## src/rtl/femto_ctrl_pkg.sv

```systemverilog
// Shared types and encodings for the FemtoRV32 multi-cycle sequencer.
// Holds the FSM state enum, opcode constants (IR[6:2]), the opcode-class
// enum latched in DECODE, the pc_src / wb_sel / aluop encodings and a
// helper that maps a raw opcode onto its class.
package femto_ctrl_pkg;

  typedef enum logic [2:0] {
    ST_IDLE, ST_FETCH, ST_DECODE, ST_EXECUTE, ST_MEM, ST_WB, ST_TRAP
  } state_e;

  typedef enum logic [3:0] {
    CLS_R, CLS_I, CLS_LD, CLS_ST, CLS_BR, CLS_JAL, CLS_JALR,
    CLS_AUIPC, CLS_LUI, CLS_ILL
  } opcls_e;

  localparam logic [4:0] OP_R     = 5'b01100;
  localparam logic [4:0] OP_LD    = 5'b00000;
  localparam logic [4:0] OP_ST    = 5'b01000;
  localparam logic [4:0] OP_BR    = 5'b11000;
  localparam logic [4:0] OP_I     = 5'b00100;
  localparam logic [4:0] OP_JAL   = 5'b11011;
  localparam logic [4:0] OP_JALR  = 5'b11001;
  localparam logic [4:0] OP_AUIPC = 5'b00101;
  localparam logic [4:0] OP_LUI   = 5'b01101;

  localparam logic [1:0] PC_PLUS4 = 2'b00;
  localparam logic [1:0] PC_IMM   = 2'b01;
  localparam logic [1:0] PC_ALU   = 2'b10;

  localparam logic [1:0] WB_ALU   = 2'b00;
  localparam logic [1:0] WB_MEM   = 2'b01;
  localparam logic [1:0] WB_PC4   = 2'b10;
  localparam logic [1:0] WB_IMM   = 2'b11;

  localparam logic [1:0] ALU_ADD   = 2'b00;
  localparam logic [1:0] ALU_CMP   = 2'b01;
  localparam logic [1:0] ALU_FUNCT = 2'b10;
  localparam logic [1:0] ALU_PASS  = 2'b11;

  function automatic opcls_e op_class(input logic [4:0] op);
    opcls_e c;
    case (op)
      OP_R:     c = CLS_R;
      OP_LD:    c = CLS_LD;
      OP_ST:    c = CLS_ST;
      OP_BR:    c = CLS_BR;
      OP_I:     c = CLS_I;
      OP_JAL:   c = CLS_JAL;
      OP_JALR:  c = CLS_JALR;
      OP_AUIPC: c = CLS_AUIPC;
      OP_LUI:   c = CLS_LUI;
      default:  c = CLS_ILL;
    endcase
    return c;
  endfunction

endpackage

```

## src/rtl/mc_timeout_ctr.sv

```systemverilog
// Wait-cycle counter for memory requests.
// Ports:
//   clk, rst_n  clock / async active-low reset
//   clr_i       hold count at zero (outside a memory request)
//   en_i        count one waited cycle (request pending, not ready)
//   expired_o   count has reached TIMEOUT-1: last cycle the request may
//               still be accepted
module mc_timeout_ctr #(
  parameter int TO_W    = 5,
  parameter int TIMEOUT = 16
) (
  input  logic clk,
  input  logic rst_n,
  input  logic clr_i,
  input  logic en_i,
  output logic expired_o
);

  localparam logic [TO_W-1:0] LIMIT = TO_W'(TIMEOUT - 1);

  logic [TO_W-1:0] cnt_q, cnt_d;

  always_comb begin
    cnt_d = cnt_q;
    if (clr_i)                       cnt_d = '0;
    else if (en_i && cnt_q != LIMIT) cnt_d = cnt_q + TO_W'(1);
  end

  always_ff @(posedge clk or negedge rst_n) begin
    if (!rst_n) cnt_q <= '0;
    else        cnt_q <= cnt_d;
  end

  assign expired_o = (cnt_q == LIMIT);

endmodule

```

## src/rtl/multicycle_seq_ctrl.sv

```systemverilog
// Multi-cycle sequencer for the FemtoRV32 datapath. One memory port is
// shared between instruction fetch (FETCH) and load/store data (MEM).
// Strobes are decoded from the registered state and the opcode class
// latched in DECODE; the handshake strobes (ir_we, store pc_we/instret)
// also look at mem_ready in the accepting cycle.
// Ports:
//   clk, rst_n      clock / async active-low reset
//   halt            park in IDLE (sampled only there)
//   opcode          IR[6:2], valid from DECODE onward
//   branch_taken    ALU compare result, used in EXECUTE
//   mem_ready       memory completes the current request
//   mem_req/mem_we/mem_addr_sel  memory request, store flag, 0=PC 1=ALU
//   ir_we, pc_we, pc_src         IR latch, PC update and PC source
//   alusrc, aluop                ALU operand / operation select
//   regwrite, wb_sel             regfile write strobe and source
//   instret                      one pulse per retired instruction
//   trap, illegal_insn, bus_err  sticky trap flag and causes
module multicycle_seq_ctrl
  import femto_ctrl_pkg::*;
#(
  parameter int TIMEOUT = 16,
  parameter int TO_W    = 5
) (
  input  logic       clk,
  input  logic       rst_n,
  input  logic       halt,
  input  logic [4:0] opcode,
  input  logic       branch_taken,
  input  logic       mem_ready,
  output logic       mem_req,
  output logic       mem_we,
  output logic       mem_addr_sel,
  output logic       ir_we,
  output logic       pc_we,
  output logic [1:0] pc_src,
  output logic       alusrc,
  output logic [1:0] aluop,
  output logic       regwrite,
  output logic [1:0] wb_sel,
  output logic       instret,
  output logic       trap,
  output logic       illegal_insn,
  output logic       bus_err
);

  state_e state_q, state_d;
  opcls_e cls_q, cls_d;
  logic   trap_q, trap_d;
  logic   ill_q, ill_d;
  logic   berr_q, berr_d;
  logic   to_expired;

  // Counter is held clear outside FETCH/MEM, so each request starts at 0.
  mc_timeout_ctr #(.TO_W(TO_W), .TIMEOUT(TIMEOUT)) u_to (
    .clk      (clk),
    .rst_n    (rst_n),
    .clr_i    (!(state_q == ST_FETCH || state_q == ST_MEM)),
    .en_i     (mem_req && !mem_ready),
    .expired_o(to_expired)
  );

  always_comb begin
    state_d      = state_q;
    cls_d        = cls_q;
    ill_d        = ill_q;
    berr_d       = berr_q;
    mem_req      = 1'b0;
    mem_we       = 1'b0;
    mem_addr_sel = 1'b0;
    ir_we        = 1'b0;
    pc_we        = 1'b0;
    pc_src       = PC_PLUS4;
    alusrc       = 1'b0;
    aluop        = ALU_ADD;
    regwrite     = 1'b0;
    wb_sel       = WB_ALU;
    instret      = 1'b0;

    unique case (state_q)
      ST_IDLE: if (!halt) state_d = ST_FETCH;

      ST_FETCH: begin
        mem_req = 1'b1;
        // Ready on the limit cycle still wins over the timeout.
        if (mem_ready) begin
          ir_we   = 1'b1;
          state_d = ST_DECODE;
        end else if (to_expired) begin
          berr_d  = 1'b1;
          state_d = ST_TRAP;
        end
      end

      ST_DECODE: begin
        cls_d = op_class(opcode);
        if (cls_d == CLS_ILL) begin
          ill_d   = 1'b1;
          state_d = ST_TRAP;
        end else begin
          state_d = ST_EXECUTE;
        end
      end

      ST_EXECUTE: begin
        unique case (cls_q)
          CLS_R:                      begin alusrc = 1'b0; aluop = ALU_FUNCT; end
          CLS_I, CLS_LUI:             begin alusrc = 1'b1; aluop = ALU_FUNCT; end
          CLS_LD, CLS_ST, CLS_AUIPC:  begin alusrc = 1'b1; aluop = ALU_ADD;   end
          CLS_BR:                     begin alusrc = 1'b0; aluop = ALU_CMP;   end
          CLS_JAL, CLS_JALR:          begin alusrc = 1'b1; aluop = ALU_PASS;  end
          default: ;
        endcase
        if (cls_q == CLS_LD || cls_q == CLS_ST) begin
          state_d = ST_MEM;
        end else if (cls_q == CLS_BR) begin
          pc_we   = 1'b1;
          pc_src  = branch_taken ? PC_IMM : PC_PLUS4;
          instret = 1'b1;
          state_d = ST_IDLE;
        end else begin
          state_d = ST_WB;
        end
      end

      ST_MEM: begin
        mem_req      = 1'b1;
        mem_addr_sel = 1'b1;
        mem_we       = (cls_q == CLS_ST);
        if (mem_ready) begin
          if (cls_q == CLS_ST) begin
            pc_we   = 1'b1;
            instret = 1'b1;
            state_d = ST_IDLE;
          end else begin
            state_d = ST_WB;
          end
        end else if (to_expired) begin
          berr_d  = 1'b1;
          state_d = ST_TRAP;
        end
      end

      ST_WB: begin
        regwrite = 1'b1;
        pc_we    = 1'b1;
        instret  = 1'b1;
        unique case (cls_q)
          CLS_LD:            wb_sel = WB_MEM;
          CLS_JAL, CLS_JALR: wb_sel = WB_PC4;
          CLS_LUI:           wb_sel = WB_IMM;
          default:           wb_sel = WB_ALU;
        endcase
        unique case (cls_q)
          CLS_JAL:  pc_src = PC_IMM;
          CLS_JALR: pc_src = PC_ALU;
          default:  pc_src = PC_PLUS4;
        endcase
        state_d = ST_IDLE;
      end

      ST_TRAP: ;  // only rst_n leaves

      default: state_d = ST_IDLE;
    endcase

    trap_d = ill_d | berr_d;
  end

  always_ff @(posedge clk or negedge rst_n) begin
    if (!rst_n) begin
      state_q <= ST_IDLE;
      cls_q   <= CLS_ILL;
      trap_q  <= 1'b0;
      ill_q   <= 1'b0;
      berr_q  <= 1'b0;
    end else begin
      state_q <= state_d;
      cls_q   <= cls_d;
      trap_q  <= trap_d;
      ill_q   <= ill_d;
      berr_q  <= berr_d;
    end
  end

  assign trap         = trap_q;
  assign illegal_insn = ill_q;
  assign bus_err      = berr_q;

endmodule

```

## config.mk

```make
export PLATFORM = sky130hd
export DESIGN_NAME = multicycle_seq_ctrl
export DESIGN_NICKNAME = d
export VERILOG_FILES = /design/src/rtl/femto_ctrl_pkg.sv /design/src/rtl/mc_timeout_ctr.sv /design/src/rtl/multicycle_seq_ctrl.sv
export SDC_FILE = /design/constraint.sdc
export NUM_CORES = 1
export LEC_CHECK = 0
export BUFFER_PORTS_ARGS = -buffer_cell sky130_fd_sc_hd__buf_2
export CAP_MARGIN = 15
export CORE_MARGIN = 2
export CORE_UTILIZATION = 48
export DETAILED_ROUTE_END_ITERATION = 12
export HOLD_SLACK_MARGIN = 0.05
export PLACE_DENSITY = 0.86
export SLEW_MARGIN = 20
export SYNTH_ARGS = -nofsm -noshare
export SYNTH_HDL_FRONTEND = slang
export SYNTH_HIERARCHICAL = 1
export SYNTH_SLANG_ARGS = --single-unit
```

## constraint.sdc

```tcl
create_clock -name clk -period 1.8 [get_ports clk]
set_input_delay 0.18 -clock clk [delete_from_list [all_inputs] [get_ports clk]]
set_output_delay 0.18 -clock clk [all_outputs]
set_load 0.05 [all_outputs]
```

### Yosys cells after proc, flatten, opt, wreduce, memory -nomap -nowiden

Memories as Yosys holds them, arrays and structs flattened.
Cells that the tools add are included.

* multiplexer cells: 39
* bitwise logic cells: 2
* reductions and logical operators: 12
* equality and inequality tests: 19
* add/sub/neg operators: 1

Operators by type and width (count)
* 2-to-1 mux 3 bit: 8
* 2-to-1 mux 1 bit: 20
* case mux 3 bit (6 select lines): 1
* equality test 4 x 3 -> 1 bit (second input constant): 4
* case mux 2 bit (3 select lines): 2
* 2-to-1 mux 5 bit: 2
* equality test 3 bit (second input constant): 3
* equality test 4 x 2 -> 1 bit (second input constant): 2
* equality test 4 bit (second input constant): 2
* case mux 2 bit (2 select lines): 2
* OR reduction 7 bit: 1
* equality test 3 x 2 -> 1 bit (second input constant): 2
* adder 5 x 1 -> 5 bit (second input constant): 1
* equality test 5 x 4 -> 1 bit (second input constant): 1
* inequality test 5 x 4 -> 1 bit (second input constant): 1
* equality test 4 x 1 -> 1 bit (second input constant): 1
* logical NOT 4 bit: 1
* 2-to-1 mux 2 bit: 2
* 2-to-1 mux 4 bit: 1
* OR reduction 2 bit: 2
* equality test 3 x 1 -> 1 bit (second input constant): 1
* logical NOT 3 bit: 1
* case mux 1 bit (3 select lines): 1
* OR reduction 3 bit: 1
* other kinds (8): 10

* input port bits: 10
* flip-flop bits (word level): 15
* memories: 1
* output and inout bits: 17
* bits in read-only memories: 128

Memory list
* (name not given): words 32, width 4, read ports 1, clocked after Yosys merged registers in 0, wr ports 0, line femto_ctrl_pkg.sv:42 `case (op)`

### Depth between registers and ports, before layout

Gate-level depths: netlist (run 1).

* depth after elaboration: 7
* depth in mapped cells: 8
* depth with buffers taken out: 7

### Modules after synthesis

The synthesis (run 1) kept the hierarchy.

Modules (own cells, without submodules)
* multicycle_seq_ctrl: area an instance 899.6 um2, times used 1, sequential area each 252.7 um2, cells an instance 108
* mc_timeout_ctr: area an instance 260.2 um2, times used 1, sequential area each 125.1 um2, cells an instance 23

### Worst setup path before layout (run 1)

OpenSTA, ideal clock, no wires.

* path type: register -> output
* from: register cls_q[3]
* to: output port pc_we
* arrival: 2.670 ns
* setup slack: -1.050 ns
* stages on the path, launching flop included: 7
* cells stage by stage: dfstp_2 > buf_2 > nand4bb_4 > nor3_1 > a21oi_1 > nand2_1 > buf_4

* word-level cells in the longest chain between the ends: 4
* elaborated cells between the ends (all ways): 9

RTL lines
* from (decl): line multicycle_seq_ctrl.sv:47 `opcls_e cls_q, cls_d;`
* from (signal assigned): line multicycle_seq_ctrl.sv:178 `cls_q <= cls_d;`
* equality test 4 x 2 -> 1 bit (tied with other cells): line multicycle_seq_ctrl.sv:113, multicycle_seq_ctrl.sv:130
* 2-to-1 mux 1 bit (tied with other cells)
* 2-to-1 mux 1 bit, on equally long branches
* case mux 1 bit (3 select lines) (*)
* to (decl): line multicycle_seq_ctrl.sv:34 `output logic pc_we,`

Mark *: on every way between the ends. The rest lies on a longest branch, timed or not.

### Final worst setup path (run 1)

* from: register cls_q[0]
* to: output port wb_sel[1]

* word-level cells in the longest chain between the ends: 4
* elaborated cells between the ends (all ways): 7

RTL lines
* equality test 4 x 3 -> 1 bit: line multicycle_seq_ctrl.sv:147 `unique case (cls_q)`
* OR reduction 2 bit
* case mux 2 bit (3 select lines) (*): line multicycle_seq_ctrl.sv:147
* 2-to-1 mux 2 bit (*): line multicycle_seq_ctrl.sv:79 `unique case (state_q)`
* to (decl): line multicycle_seq_ctrl.sv:39 `output logic [1:0] wb_sel,`

Marked as above.

==> summary.txt, run 1 <==
Status
  • Status: finished, violations left
  • Failing checks: negative setup slack

Timing
  • Final Hold Viols: 0
  • Final Critical Period: 1880 ps
  • Final setup violation count: 1
  • Min setup slack post-route: -78.5 ps
  • Actual slew at the worst max-slew pin: 359 ps
  • Clock Skew: between 10 and 15 ps
  • WHS: 203 ps
  • RSZ-0062 raised after global routing: true
  • Final period util: 104%
  • Slew HR: between 70% and 80%
  • Fin. max-slew vios: 0
  • Fmax achieved: approximately 530 MHz

Worst setup path
  • CP endpoint kind: output port
  • Worst reg2reg path startpoint: u_to/cnt_q[1]
  • CP max stage delay: between 600 and 700 ps
  • Crit-path max FO: 6
  • CP bufs+invs: 2
  • CP Class: reg -> out
  • Setup crit start: cls_q[0]
  • CP Launch Type: register
  • CP most frequent cell: buf_6
  • Crit-path cells: buf_6 -> mux2i_1 -> o21a_1 -> nor2_2 -> buf_6
  • Slowest cell on crit path: dfstp_2
  • R2R Setup Slk: 50 ps
  • CP Capture Point: wb_sel[1]
  • R2r endpoint: state_q[2]
  • CP delay by family, top: flip-flops
  • Worst R2R Path Depth: 7
  • WP data required: 1620 ps
  • Critical Path AT: approximately 1700 ps
  • WP depth: 5

Finish
  • Layout area overhead: 45.6%
  • Layout Nets: between 150 and 200
  • Layout cells sized above 1: 51.9%
  • Antenna cells: 0
  • Final std cells w/o fill: around 210
  • Number of fill cells: 159

Die
  • Die extent in x: 53.2 um
  • FP Rows: 17
  • Area of the die: 2830 sq um
  • Core area: 2250 sq um
  • Ports: 27
  • Chip Height: 53.2 um
  • Starting Density: 51.4%

Logic synthesis
  • Mapped Area: ~1200 sq um
  • Post-Synthesis Cells: 131
  • Synthesis Warnings: 6
  • Synth async-reset ratio: 100%
  • Share of the synthesized area in the top cell type: 28.0%
  • Yosys cell types: 46
  • Mean Syn Cell Area: between 8 and 9 sq um
  • Top_reg_cell synth: dfrtp_1
  • Seq/Total Area, Yosys: around a third
  • EDFF count, synth: 0
  • Area leader, netlist: dfrtp_1
  • Top-count cell post-synth: nor2_1
  • Post-synth top cells: 16 x nor2_1, 13 x dfrtp_1, 10 x nand2_1
  • Total of flip-flops plus latches after synthesis: 15
  • Syn nets: 143
  • Dominant cells by area after synthesis: dfrtp_1 28%, nor2_1 5.2%, dfstp_2 4.5%

Routing
  • DRC violations left: 0
  • Post-Route WL: 3510 um
  • DR vias: 1,229
  • Wirelength per Cell: 16.8 um
  • DR vias/cell: 5.88
  • Drt pass-1 iters: 4
  • Final ANT Viol Nets: 0
  • 1st-iter DRT viols: 21

Global route
  • Met2 global-route usage: 41.0%
  • First-pass GRT wire length: 4960 um
  • Vias in the first global route: 1,125
  • Initial antenna violation count: 0
  • GRT met3 Usage: 3.67%
  • GRT Residual Overflow: 0
  • Largest net degree at the start of global routing: 16
  • GRT Total Usage: ~24%
  • Global Route met1 Usage: 30.7%
  • Busiest grt layer: met2

Placed design
  • GPL Wtd Cong: 0.816
  • Final HPWL DP: approximately 2100 um
  • PortBufs: 26
  • Placed cells: 186

Clock network
  • CTS root buf: clkbuf_4
  • Worst-path clk slew: 90 ps
  • TritonCTS Buffers: 3
  • Htree depth: 1
  • Clock Sinks: 15
  • CTS tree: built
  • Clock Latency Late Sink: 300 ps
  • Buffer levels on the longest clock path: 2

Job
  • Max-cap check violation count: 0

Pwr
  • PwrDens: 1640 nW/um^2
  • Leakage: 0.761 nW
  • Worst VDD drop: 1000 uV

Worst hold path
  • HP Class: in -> reg
[cell families after synthesis]
family	synth area share, %
AND/OR/NAND/NOR	32.7
AO/OA/AOI/OAI	17.0
buffers and inverters	7.98
flip-flops	32.6
multiplexers	4.53
XOR/XNOR	3.02
adder cells (fa/ha/maj)	2.16
[state kept, by name (all words and copies together) (netlist names)]
register / cells
u_to/cnt_q: 5
cls_q: 4
bus_err: 1
illegal_insn: 1
state_q: 3
trap: 1
[worst min path at each step]
stage | from | end | slack, ps | cells past startpoint
after floorplan | rst_n | bus_err | -120 | 0
after global placement | rst_n | u_to/cnt_q[1] | 90 | 1
after detailed placement | rst_n | u_to/cnt_q[2] | 100 | 1
after CTS | opcode[1] | cls_q[0] | 200 | 3
after global routing | opcode[1] | cls_q[0] | 220 | 3
final | opcode[1] | cls_q[0] | 200 | 3
[layout by cell type, fill, tap and decap left out, types with 3 or more instances in the layout]
cell,instances
nand3b_1,4
dfrtp_2,5
dfrtp_1,8
nor2b_1,4
buf_2,16
o32ai_1,3
nor2_1,14
buf_4,28
clkbuf_4,7
a21oi_1,5
nand2_1,9
mux2i_1,3
buf_6,5
inv_1,4
o21ai_0,5
[where the power goes]
group	leakage, nW	switching (mW)	internal [mW]
clock network	0.0139	0.127	0.0847
logic	0.566	1.09	0.837
registers	0.181	0.152	0.474
total	0.761	1.37	1.40
[cell type report]
| class | instances | area, sq um | share of cell area (%) |
|---|---|---|---|
| clock buffer | 3 | 22.5 | 1.33 |
| clock inverter | 1 | 7.51 | 0.444 |
| inverter | 6 | 26.3 | 1.56 |
| multi-input combinational | 101 | 812 | 48.1 |
| sequential | 15 | 384 | 22.7 |
| tap | 28 | 35.0 | 2.07 |
| timing repair buffer | 55 | 402 | 23.8 |
[tightest hold or removal path: stages]
cell and delay [ps]:
buf_2 130, nor2_1 100, o21ai_0 80
[per-stage QoR]
stage	cell area, sq um	power, mW	TNS [ps]	setup WS, ps	util (%)
3_5_place_dp	1410	2.09	-16.5	-16.5	62.5
6_report	1690	2.76	-78.5	-78.5	74.9
4_1_cts	1550	2.46	-52.5	-16.3	68.6
5_1_grt	1690	2.91	-323	-96.0	74.9
2_1_floorplan	1240	1.81	-466	-262	-
3_3_place_gp	1410	2.04	0	44.9	62.5
[timing repair]
item | 4_1_cts | 5_1_grt
setup endpoints to repair | 11 | 13
pin swaps | 0 | 9
hold buffers | 1 | 0
buffers inserted | 8 | 10
hold endpoints to repair | 13 | 0
resized for setup | 15 | 17
[routing by layer]
metal	wire [um]	vias to the layer above	part of all wire [%]
li1	-	563	-
met5	0	-	0
met3	161	8	4.6
met2	1830	54	52
met4	74	0	2.1
met1	1450	604	41
No activity file was read; power rests on OpenSTA's default activity.
==> run 2: changes to the inputs <==
==> constraint.sdc (replaced) <==
create_clock -name clk -period 1.55 [get_ports clk]
set_input_delay 0.155 -clock clk [delete_from_list [all_inputs] [get_ports clk]]
set_output_delay 0.155 -clock clk [all_outputs]
set_load 0.05 [all_outputs]
==> summary.txt, run 2 (synthesis results as in run 1) <==
Routing
  • DR vias: 1,393
  • 1st-iter DRT viols: 69
  • Post-Route WL: 4540 um
  • Wirelength per Cell: ~20 um
  • DRC violations left: 0
  • Final ANT Viol Nets: 0
  • Drt pass-1 iters: 4
  • DR vias/cell: ~6.1

Clock network
  • Clock Latency Late Sink: 310 ps
  • Clock Sinks: 15
  • Worst-path clk slew: 100 ps
  • CTS root buf: clkbuf_4
  • CTS tree: built
  • Buffer levels on the longest clock path: 2
  • Htree depth: 1
  • TritonCTS Buffers: 3

Finish
  • Antenna cells: 0
  • Commonest non-fill, non-tap cell in the layout: buf_4
  • Most frequent cells in the layout: 39 x buf_4, 17 x buf_6, 12 x buf_2, 11 x nor2_1, 9 x nand2_1
  • Fin util: 88.8%
  • Area occupied by multi-input gates: 916 sq um
  • Max reg flops: 5
  • Largest Register: u_to/cnt_q
  • Reg area: between 300 and 400 sq um
  • Layout Nets: 212
  • Top Registers: u_to/cnt_q (5), cls_q (4), state_q (3)
  • Layout area overhead: 72.7%
  • Layout cells sized above 1: 61.8%
  • Number of fill cells: 97

Timing
  • Fmax achieved: 533 MHz
  • Final Hold Viols: 0
  • Final setup violation count: 19
  • Min setup slack post-route: -327 ps
  • Clock Skew: 11.6 ps
  • WHS: between 200 and 250 ps
  • Slew HR: ~73%
  • Final Critical Period: 1880 ps
  • Actual slew at the worst max-slew pin: about 400 ps
  • Fin. max-slew vios: 0
  • Final setup TNS: -3590 ps
  • Final period util: 121%
  • RSZ-0062 raised after global routing: true

Worst setup path
  • CP max stage delay: 630 ps
  • CP Class: reg -> out
  • Crit-path max FO: 5
  • CP endpoint kind: output port
  • CP most frequent cell: buf_6
  • CP delay by family, top: flip-flops
  • WP depth: 6
  • Critical Path AT: about 1700 ps
  • CP bufs+invs: 3
  • WP data required: 1390 ps
  • Slowest cell on crit path: dfstp_2
  • CP Launch Type: register
  • Crit-path cells: buf_4 -> buf_6 -> nand3b_1 -> o21a_1 -> nor2_4 -> buf_6
  • Worst R2R Path Depth: 6

Die
  • Die extent in x: 53.2 um
  • Chip Height: approximately 53 um
  • Starting Density: 51.4%
  • Ports: 27
  • FP Rows: 17
  • Area of the die: 2830 sq um
  • Core area: 2250 sq um

Global route
  • GRT Residual Overflow: 0
  • Largest net degree at the start of global routing: 16
  • GRT Total Usage: 30.2%
  • Vias in the first global route: around 1,300
  • First-pass GRT wire length: 5890 um
  • Initial antenna violation count: 0

Pwr
  • Combinational Power Share: around three quarters
  • Leakage: around 0.89 nW
  • Reg power frac: approximately 19%
  • Clock group share of total power: 6.3%
  • Net Sw Frac: between 40 and 50%
  • Worst VDD drop: 1480 uV
  • PwrDens: 1950 nW/um^2
  • Pint: approximately 2.0 mW
  • P_sw: approximately 1.9 mW

Worst hold path
  • HP Class: in -> reg
  • Hold Crit Depth: 3

Placed design
  • GPL Wtd Cong: 0.832
  • Final HPWL DP: 2260 um
  • PortBufs: 26

Job
  • Max-cap check violation count: 0

Status
  • Status: finished, violations left
  • Failing checks: negative setup slack
run 2: final cells by class:
type                       count  share of cell area [%]
multi-input combinational    101                    45.7
sequential                    15                    19.2
clock inverter                 1                   0.250
tap                           28                    1.75
clock buffer                   3                    1.12
timing repair buffer          73                    30.7
inverter                       6                    1.31
run 2: timing repair:
item                                    in CTS  in global routing
buffers inserted                            10                  6
endpoints found under the setup margin      22                 29
gates resized for setup                     44                 21
hold endpoints to repair                    15                  0
pin swaps                                   16                  8
hold buffers                                 1                  0
run 2: layer usage:
metal	global-route usage [%]	vias to the layer above	share of wire (%)
met4	16.2	0	6.3
met1	33.6	670	37
li1	-	600	-
met3	3.11	32	7.7
met2	55.6	91	49
met5	0	-	0
run 2: per-stage QoR:
| step | power [mW] | setup WS, ps | area [sq um] | std cells |
|---|---|---|---|---|
| after detailed placement | 2.77 | -188 | 1610 | 206 |
| after floorplan | 2.19 | -442 | 1290 | 131 |
| after global routing | 4.05 | -360 | 2000 | 227 |
| after global placement | 2.69 | -105 | 1610 | 206 |
| after CTS | 3.41 | -202 | 1880 | 221 |
| final | 3.90 | -327 | 2000 | 227 |
run 2: final timing paths:
check	from	slack (ps)	endpoint
min in group asynchronous	rst_n	270	illegal_insn
setup / recovery	cls_q[0]	-330	wb_sel[1]
hold / removal	mem_ready	240	state_q[1]
hold reg to reg	illegal_insn	520	illegal_insn
max in group asynchronous	rst_n	970	cls_q[3]
setup reg to reg	u_to/cnt_q[0]	-270	trap
run 2: worst reg2reg max path: stages, from the launching register on:
cell,delay [ps]
dfrtp_1,400
ha_2,200
and3_4,180
ha_4,170
and2b_1,190
a21o_1,190
or3b_1,370
run 2: power by group through the flow:
stage               logic (mW)  registers, mW  clock network, mW
finish                    2.90          0.753              0.244
global route              3.03          0.758              0.261
CTS                       2.46          0.714              0.237
detailed placement        2.03          0.738                  0
global placement          1.96          0.733                  0
floorplan                 1.48          0.707                  0
